File: config.mk
export PLATFORM = sky130hd
export DESIGN_NAME = triad_output_scheduler
export DESIGN_NICKNAME = d
export VERILOG_FILES = /design/src/rtl/triad_output_scheduler_pkg.sv /design/src/rtl/triad_output_scheduler_rr_picker.sv /design/src/rtl/triad_output_scheduler.sv
export SDC_FILE = /design/constraint.sdc
export NUM_CORES = 1
export LEC_CHECK = 0
export CAP_MARGIN = 20
export CORE_ASPECT_RATIO = 1.25
export CORE_MARGIN = 5
export CORE_UTILIZATION = 54
export DETAILED_ROUTE_END_ITERATION = 7
export HOLD_SLACK_MARGIN = 0.05
export PLACE_DENSITY = 0.95
export SLEW_MARGIN = 5
export SYNTH_ARGS = -nofsm -noshare
export SYNTH_HDL_FRONTEND = slang
export SYNTH_SLANG_ARGS = --single-unit
File: constraint.sdc
create_clock -name clk_72MHz -period 17 [get_ports clk_72MHz]
set_input_delay 1.7 -clock clk_72MHz [delete_from_list [all_inputs] [get_ports clk_72MHz]]
set_output_delay 1.7 -clock clk_72MHz [all_outputs]
set_load 0.02 [all_outputs]
File: src/rtl/triad_output_scheduler_pkg.sv
// Shared constants and types for the triad output scheduler.
// Holds the word/ID widths, the default watchdog period and the output FSM encoding.
// Also provides the modulo-N index helper used by the round-robin picker.
package triad_output_scheduler_pkg;

    // Width of one sensor_iterations word from a triad data_parser.
    localparam int TRIAD_DATA_W        = 102;
    // Width of the triad index carried alongside each output word.
    localparam int TRIAD_ID_W          = 3;
    // Largest triad count the ID width can address.
    localparam int TRIAD_MAX_TRIADS    = 1 << TRIAD_ID_W;
    // 100 ms at 72 MHz.
    localparam int TRIAD_TIMEOUT_TICKS = 7200000;

    // Output register FSM encoding.
    localparam logic [0:0] ST_IDLE    = 1'b0;
    localparam logic [0:0] ST_PRESENT = 1'b1;

    typedef logic [TRIAD_ID_W-1:0] triad_id_t;

    // (base + offset) mod n, for offset in 1..n and base < n.
    function automatic triad_id_t triad_wrap_idx(input int base, input int offset, input int n);
        int sum;
        sum = base + offset;
        if (sum >= n) begin
            sum = sum - n;
        end
        return TRIAD_ID_W'(sum);
    endfunction

endpackage

File: src/rtl/triad_output_scheduler_rr_picker.sv
// Round-robin picker: first set bit of full_i searching upward from ptr_i+1, modulo N_TRIADS.
// Latency: purely combinational.
// Backpressure: none; the caller decides whether the selection is consumed.
module triad_rr_picker
    import triad_output_scheduler_pkg::*;
#(
    parameter int N_TRIADS = 4
) (
    input  logic [N_TRIADS-1:0] full_i,
    input  triad_id_t           ptr_i,
    output triad_id_t           sel_o,
    output logic                any_full_o
);

    // Zero-extended copy so a TRIAD_ID_W-bit index always lands in range.
    logic [TRIAD_MAX_TRIADS-1:0] full_ext;

    assign full_ext = TRIAD_MAX_TRIADS'(full_i);

    // Scan the slots in priority order starting just after the last winner.
    always_comb begin
        triad_id_t idx;
        idx        = '0;
        sel_o      = '0;
        any_full_o = 1'b0;
        for (int k = 1; k <= N_TRIADS; k++) begin
            idx = triad_wrap_idx(int'(ptr_i), k, N_TRIADS);
            if (!any_full_o && full_ext[idx]) begin
                any_full_o = 1'b1;
                sel_o      = idx;
            end
        end
    end

endmodule

File: src/rtl/triad_output_scheduler.sv
// Buffers one word per triad, drains the buffers round-robin onto one valid/ready stream, re-arms parsers.
// Latency: data_avl at edge t -> out_valid with the word after edge t+1 when idle; back-to-back when busy.
// Backpressure: out_ready low holds the presented word; a new word for a still-full slot is dropped.
module triad_output_scheduler
    import triad_output_scheduler_pkg::*;
#(
    parameter int N_TRIADS      = 4,
    parameter int DATA_W        = TRIAD_DATA_W,
    parameter int TIMEOUT_TICKS = TRIAD_TIMEOUT_TICKS
) (
    input  logic                         clk_72MHz,
    input  logic                         reset_n,
    input  logic [N_TRIADS-1:0]          data_avl,
    input  logic [N_TRIADS*DATA_W-1:0]   sensor_iterations,
    output logic [N_TRIADS-1:0]          reset_parser,
    output logic [DATA_W-1:0]            out_data,
    output logic [TRIAD_ID_W-1:0]        out_triad_id,
    output logic                         out_valid,
    input  logic                         out_ready,
    output logic [N_TRIADS-1:0]          drop_pulse
);

    localparam int              WD_W   = $clog2(TIMEOUT_TICKS + 1);
    localparam logic [WD_W-1:0] WD_MAX = WD_W'(TIMEOUT_TICKS - 1);

    // Output FSM and presented word.
    logic [0:0]          state_q, state_d;
    logic                out_valid_q, out_valid_d;
    logic [DATA_W-1:0]   out_data_q, out_data_d;
    triad_id_t           out_id_q, out_id_d;
    triad_id_t           ptr_q, ptr_d;

    // Per-triad buffer slots.
    logic [N_TRIADS-1:0] full_q, full_d;
    logic [DATA_W-1:0]   slot_q [N_TRIADS];

    // Per-triad pulses and watchdogs.
    logic [N_TRIADS-1:0] rp_q, rp_d;
    logic [N_TRIADS-1:0] drop_q, drop_d;
    logic [WD_W-1:0]     wd_q [N_TRIADS];
    logic [WD_W-1:0]     wd_d [N_TRIADS];

    // Handshake between the picker, FSM and slots.
    triad_id_t           sel;
    logic                any_full;
    logic                load;
    logic [N_TRIADS-1:0] drain;
    logic [N_TRIADS-1:0] capture;
    logic [N_TRIADS-1:0] timeout;
    logic [DATA_W-1:0]   sel_data;

    triad_rr_picker #(
        .N_TRIADS   (N_TRIADS)
    ) u_picker (
        .full_i     (full_q),
        .ptr_i      (ptr_q),
        .sel_o      (sel),
        .any_full_o (any_full)
    );

    // Output FSM: load a winner when idle or when the current word is accepted.
    always_comb begin
        state_d     = state_q;
        out_valid_d = out_valid_q;
        out_data_d  = out_data_q;
        out_id_d    = out_id_q;
        ptr_d       = ptr_q;
        load        = 1'b0;
        case (state_q)
            ST_IDLE: begin
                load = any_full;
            end
            ST_PRESENT: begin
                if (out_ready) begin
                    if (any_full) begin
                        // Back-to-back: replace the accepted word on the same edge.
                        load = 1'b1;
                    end else begin
                        state_d     = ST_IDLE;
                        out_valid_d = 1'b0;
                    end
                end
            end
            default: begin
                state_d     = ST_IDLE;
                out_valid_d = 1'b0;
            end
        endcase
        if (load) begin
            state_d     = ST_PRESENT;
            out_valid_d = 1'b1;
            out_data_d  = sel_data;
            out_id_d    = sel;
            ptr_d       = sel;
        end
    end

    // Decode the winning slot into a drain strobe and mux out its word.
    always_comb begin
        drain    = '0;
        sel_data = '0;
        for (int i = 0; i < N_TRIADS; i++) begin
            if (sel == TRIAD_ID_W'(i)) begin
                sel_data = slot_q[i];
                drain[i] = load;
            end
        end
    end

    // Slot occupancy, drops, re-arm pulses and watchdog next state per triad.
    always_comb begin
        for (int i = 0; i < N_TRIADS; i++) begin
            // A slot being drained this edge is free for a new word on the same edge.
            capture[i] = data_avl[i] && (!full_q[i] || drain[i]);
            drop_d[i]  = data_avl[i] && full_q[i] && !drain[i];
            full_d[i]  = capture[i] || (full_q[i] && !drain[i]);
            // A triad that is delivering data right now is not silent.
            timeout[i] = (wd_q[i] == WD_MAX) && !data_avl[i];
            // Drain and timeout re-arms coincide into one pulse.
            rp_d[i]    = drain[i] || timeout[i];
            if (data_avl[i] || rp_d[i]) begin
                wd_d[i] = '0;
            end else if (!full_q[i]) begin
                wd_d[i] = wd_q[i] + WD_W'(1);
            end else begin
                wd_d[i] = wd_q[i];
            end
        end
    end

    // Control state with synchronous reset; parsers are held re-armed during reset.
    always_ff @(posedge clk_72MHz) begin
        if (!reset_n) begin
            state_q     <= ST_IDLE;
            out_valid_q <= 1'b0;
            out_data_q  <= '0;
            out_id_q    <= '0;
            ptr_q       <= TRIAD_ID_W'(N_TRIADS - 1);
            full_q      <= '0;
            rp_q        <= '1;
            drop_q      <= '0;
            for (int i = 0; i < N_TRIADS; i++) begin
                wd_q[i] <= '0;
            end
        end else begin
            state_q     <= state_d;
            out_valid_q <= out_valid_d;
            out_data_q  <= out_data_d;
            out_id_q    <= out_id_d;
            ptr_q       <= ptr_d;
            full_q      <= full_d;
            rp_q        <= rp_d;
            drop_q      <= drop_d;
            for (int i = 0; i < N_TRIADS; i++) begin
                wd_q[i] <= wd_d[i];
            end
        end
    end

    // Slot payloads need no reset: they are only read while the matching full bit is set.
    always_ff @(posedge clk_72MHz) begin
        for (int i = 0; i < N_TRIADS; i++) begin
            if (capture[i]) begin
                slot_q[i] <= sensor_iterations[i*DATA_W +: DATA_W];
            end
        end
    end

    assign out_valid    = out_valid_q;
    assign out_data     = out_data_q;
    assign out_triad_id = out_id_q;
    assign reset_parser = rp_q;
    assign drop_pulse   = drop_q;

endmodule

======== After elaboration in Yosys (flattened, before gate mapping) ========
Memory sizes are Yosys's and may differ from the RTL's.
Cells that the tools add are included.
Widths: inputs -> output; s select.
operators by class
  $add $sub $neg .......................... 12
  $lt $le $gt $ge ......................... 8
  equality and inequality tests ........... 8
  multiplexer cells ....................... 60
  bitwise logic cells ..................... 5
  reductions and logical operators ........ 58
operators by type and width
  cell                   count
  $mux 102               4
  $mux 23                12
  $add 23x1->23 const B  4
  $eq 23x23->1 const B   4
  $mux 1                 31
  $mux 3                 8
  $logic_and 1x1->1      23
  $ge 4x3->1 const B     4
  $logic_or 1x1->1       16
  $lt 3x4->1 const B     4
  $logic_not 1->1        15
  $bmux 1 s3             4
  $sub 3x3->3 const B    4
  $add 3x2->4 const B    2
  $eq 3x2->1 const B     2
  $add 3x1->4 const B    1
  $add 3x3->4 const B    1
  $or 1x1->1             4
  $reduce_bool 2->1      2
  $eq 3x1->1 const B     1
  $logic_not 3->1        1
  $reduce_and 3->1       1
  $ne 2x1->1 const B     1
  $pmux 1 s2             1
  $not 1->1              1
storage, ports and cells
  flip-flop bits (word level) ............. 122
  RAM bits ................................ 500
  input bits .............................. 415
  output and inout bits ................... 114
  word-level logic and storage cells ...... 161
  memories ................................ 2
memories
  memory  depth  width  rd ports  clocked after memory_dff  write ports  line                          RTL
  slot_q  4      102    4         0                         4            triad_output_scheduler.sv:35  logic [DATA_W-1:0] slot_q [N_TRIADS];
  wd_q    4      23     4         0                         4            triad_output_scheduler.sv:40  logic [WD_W-1:0] wd_q [N_TRIADS];

======== Logic depth before layout (Yosys ltp) ========
  depth after elaboration ................. 23
  mapped depth ............................ 14
  gate-level depth less buffers ........... 8

======== Modules after synthesis ========
A second synthesis with hierarchy kept.
unflattened totals
  cells, all modules ...................... 1509
  area, all modules ....................... 23374.9 µm²
modules (own cells, without submodules)
  module                  times used  cells each  area each (µm²)  sequential area each (µm²)
  triad_output_scheduler  1           1464        23054.6          16515.8
  triad_rr_picker         1           45          320.3            0.0

======== Least setup slack after synthesis ========
OpenSTA, ideal clock, no wires.
  kind .................................... reg2reg
  start ................................... register ptr_q[0]
  end ..................................... memory slot_q[0][0] in the netlist's numbering (enable)
  library setup time ...................... 596 ps
  arrival ................................. 7554 ps
  required time ........................... 16404 ps
  slack ................................... 8850 ps
  stages on the path, launching flop included .. 12
  path buffers ............................ 3
  period minus slack after synthesis ...... 8150 ps
  path through ............................ dfxtp_1 > buf_4 > buf_2 > inv_1 > ha_1 > buf_6 > mux4_2 > o21ai_2 > a2111oi_2 > a2111o_2 > or2_1 > a21oi_1
RTL lines
  what                    line                           RTL
  start, declared         triad_output_scheduler.sv:31   triad_id_t ptr_q, ptr_d;
  start signal, assigned  triad_output_scheduler.sv:138  ptr_q <= TRIAD_ID_W'(N_TRIADS - 1);
  start signal, assigned  triad_output_scheduler.sv:150  ptr_q <= ptr_d;
  end, declared           triad_output_scheduler.sv:35

==> flow_metrics.py <==
metrics = {
    "critical_path": {
        "slowest_delay_ns": 0.77,
        "r2r_setup_slack_ns": 11.85,
        "cp.arrival_ns": 5.35,
        "critical_path_buf_inv_count": 2,
        "reg2reg_from": "ptr_q[0]",
        "cp_top_family": "compound AO/OA/AOI/OAI gates",
        "crit_type": "reg -> reg",
        "crit_chain": "inv_1 > ha_1 > mux4_2 > o21ai_2 > a2111oi_2 > a2111o_2 > o31ai_1 > and2_4 > buf_4",
        "regToRegEndpoint": "slot_q[2][101]",
        "start_kind": "flop",
        "worstPathRequired_ns": 17.20,
        "crit_fanout": 55,
        "ff2ff_path_depth": 9,
        "end_kind": "flop",
        "cpMaxStageDelayCell": "buf_4",
    },
    "cts": {
        "numCtsBuffers": 57,
        "cts_tree": "built",
        "ctsResizeCount": 0,
        "hold_buffers": 0,
        "htree_num_levels": 2,
        "post_cts_buffers": 0,
        "cts.sinks": 621,
        "clockBufferDepth": 3,
        "clk_pin_slew_ns": 0.06,
        "cts_root_buf": "clkbuf_16",
        "insertion_delay_ns": 0.60,
    },
    "route": {
        "wl_met3_um": 6400,
        "routedWlPerCell_um": 26.8,
        "drtIter0Drc": 1644,
        "dr_total_vias": 16400,
        "via_per_inst": 6.05,
        "first_pass_iters": 5,
        "drt-met1-wl_um": 24400,
        "wl_um": 72500,
        "met2_length_um": 37600,
        "ant_nets": 0,
        "drc": 0,
        "top_layer_used": "met4",
    },
    "finish": {
        "final-instance-count-excl-fill": 2707,
        "nets": 2496,
        "nFillCells": 2567,
        "syn2layout_area_growth_pct": 32.4,
        "multi_input_area_mm2": 0.00640,
        "drive_above_1_share_pct": 7.77,
        "regArea_mm2": 0.0165,
    },
    "power_and_ir_drop": {
        "power_frac_seq_pct": 41.0,
        "p_leak_nw": 10.6,
        "vdd_ir_drop_max_v": 0.000248,
        "intPower_mw": 3.30,
        "powerDensity_mw_per_mm2": 162,
        "power_switching_share_pct": 34.2,
        "combPwrFrac_pct": 34.0,
        "clkPwrFrac_pct": 25.0,
        "power_switching_mw": 1.71,
    },
    "die": {
        "start_util_pct": 54.4,
        "fp-row-count": 85,
        "coreArea_mm2": 0.0430,
        "die_w_um": 196,
        "fp.dieH_um": 243,
        "die_area_mm2": 0.0476,
        "ios": 529,
    },
    "yosys": {
        "synth-seq-area-share_pct": 70.6,
        "yosysWarningCount": 0,
        "ys_types": 63,
        "syn_avg_cell_area_um2": 15.0,
        "synthCells": 1560,
        "synth_ff_type": "edfxtp_1",
        "synth.net_count": 1981,
        "syn_area_mm2": 0.0234,
        "synth-edff-count": 408,
        "ys_seq_elements": 621,
        "postSynth.asyncResetShare_pct": 0,
    },
    "sta": {
        "worst_pin_slew_ns": 1.17,
        "hold_viol": 0,
        "rsz0062_at_grt": "no",
        "clock_skew_ns": 0.0295,
        "slew_violations": 0,
        "period_needed_ns": 5.15,
        "relSlewSlack_pct": 21.8,
        "fmax_mhz": 194,
        "setup_viol": 0,
        "timing.final.crit_share_pct": 30.3,
        "setup_tns_ns": 0,
    },
    "place": {
        "place.gp.congestion": 0.879,
        "dp_cells": 2581,
        "dp_hpwl_um": 47700,
        "portBuffers": 528,
    },
    "run": {
        "max-cap-violations": 0,
    },
    "status": {
        "outcome": "complete, no violations",
    },
    "global_route": {
        "antenna_found_initial": 17,
        "grt_overflow": 0,
        "grt_pass1_vias": 17300,
        "grt_max_degree": 94,
        "track_usage_pct": 29.3,
        "grt_pass1_wl_um": 107000,
    },
    "hold_path": {
        "whs_endpoint": "out_valid",
        "hold_path_startpoint": "out_valid",
        "hold_class": "reg -> reg",
        "whs_path_depth": 2,
    },
}
worst min-delay path, stage by stage (launching register included):
cell	delay, ns
dfxtp_1	0.31
nand2_1	0.05
a21boi_0	0.07
stage by stage:
stage	utilization (%)	hold slack [ns]	instance area, µm²	power (mW)	setup slack (ns)
floorplan	-	0.472	23400	3.16	8.85
global placement	67.6	0.456	29100	3.65	11.65
detailed placement	67.6	0.471	29100	3.75	11.60
CTS	71.9	0.479	30900	5.02	11.89
global route	72.0	0.507	30900	5.20	11.59
finish	72.0	0.477	30900	5.02	11.85
power by group through the flow:
stage | clock, mW | sequential, mW | combinational [mW]
finish | 1.26 | 2.06 | 1.70
detailed placement | 0 | 2.07 | 1.67
floorplan | 0 | 2.15 | 1.02
global route | 1.34 | 2.07 | 1.79
global placement | 0 | 2.06 | 1.59
CTS | 1.27 | 2.05 | 1.70
cells by family (layout without fill, tap and decap cells):
family / after synthesis / in the layout / share of synthesized area, %
flip-flops: 621 / 621 / 70.6
AND/OR/NAND/NOR: 397 / 397 / 8.71
multiplexers: 215 / 215 / 9.36
AO/OA/AOI/OAI: 135 / 135 / 5.44
buffers and inverters: 98 / 662 / 2.24
XOR/XNOR: 88 / 88 / 3.30
adder cells (fa/ha/maj): 6 / 6 / 0.321
other: 0 / 18 / 0
flip-flops by register name, indices dropped and copies added (netlist names):
name,count
out_data,102
out_valid,1
slot_q,408
out_triad_id,3
reset_parser,4
ptr_q,2
state_q,1
drop_pulse,4
wd_q,92
full_q,4
cell usage in the layout, fill, tap and decap left out, types with 4 or more instances in the layout:
cell,synthesis,layout
and2_1,7,5
and3_1,18,18
and4_1,4,4
buf_4,14,16
clkbuf_1,26,14
clkbuf_16,0,57
clkbuf_8,0,9
clkdlybuf4s50_1,0,527
clkinv_1,0,9
clkinv_2,0,5
clkinvlp_4,0,5
dfxtp_1,213,213
diode_2,0,18
edfxtp_1,408,408
ha_1,6,6
inv_1,10,10
mux2i_1,209,209
nand2_1,39,39
nand2b_1,4,4
nand3_1,128,127
nand3b_1,4,4
nand4_1,22,22
nand4b_1,5,5
nor2_1,95,95
nor2_2,26,26
nor2b_1,6,6
nor3_1,9,9
nor4_1,13,13
o21ai_0,4,4
o221ai_1,95,95
o221ai_2,7,7
xnor2_1,36,36
xor2_1,52,52
worst max-delay path by stage:
| stage | depth (start not counted) | start | slack (ns) | to |
|---|---|---|---|---|
| 2_1_floorplan | 11 | ptr_q[0] | 8.85 | slot_q[0][0] |
| 3_3_place_gp | 6 | out_ready | 11.65 | slot_q[2][32] |
| 3_5_place_dp | 6 | out_ready | 11.60 | slot_q[2][32] |
| 4_1_cts | 9 | ptr_q[0] | 11.89 | slot_q[2][101] |
| 5_1_grt | 9 | ptr_q[0] | 11.59 | slot_q[2][28] |
| 6_report | 9 | ptr_q[0] | 11.85 | slot_q[2][101] |
area by class of cell:
| cell class | count | area share [%] |
|---|---|---|
| diodes | 18 | 0.146 |
| clock buffers | 80 | 5.18 |
| clock inverters | 28 | 0.752 |
| inverters | 11 | 0.133 |
| multi-input cells | 841 | 20.7 |
| flip-flops and latches | 621 | 53.4 |
| well taps | 565 | 2.28 |
| repair buffers | 543 | 17.4 |
cells in the mapped netlist, drive strengths merged (22+ instances only):
cell	n	area, µm²
buf	61	384
clkbuf	26	97.6
dfxtp	213	4260
edfxtp	408	12300
mux2i	211	2120
nand2	40	153
nand3	129	651
nand4	22	138
nor2	121	519
o221ai	102	937
xnor2	36	315
xor2	52	455
per-layer routing:
layer | global-route usage [%] | vias to the layer above
met2 | 51.4 | 1130
met4 | 15.4 | 0
li1 | - | 7000
met5 | 0 | -
met1 | 34.3 | 8025
met3 | 5.46 | 219
No activity file was read; power rests on OpenSTA's default activity.
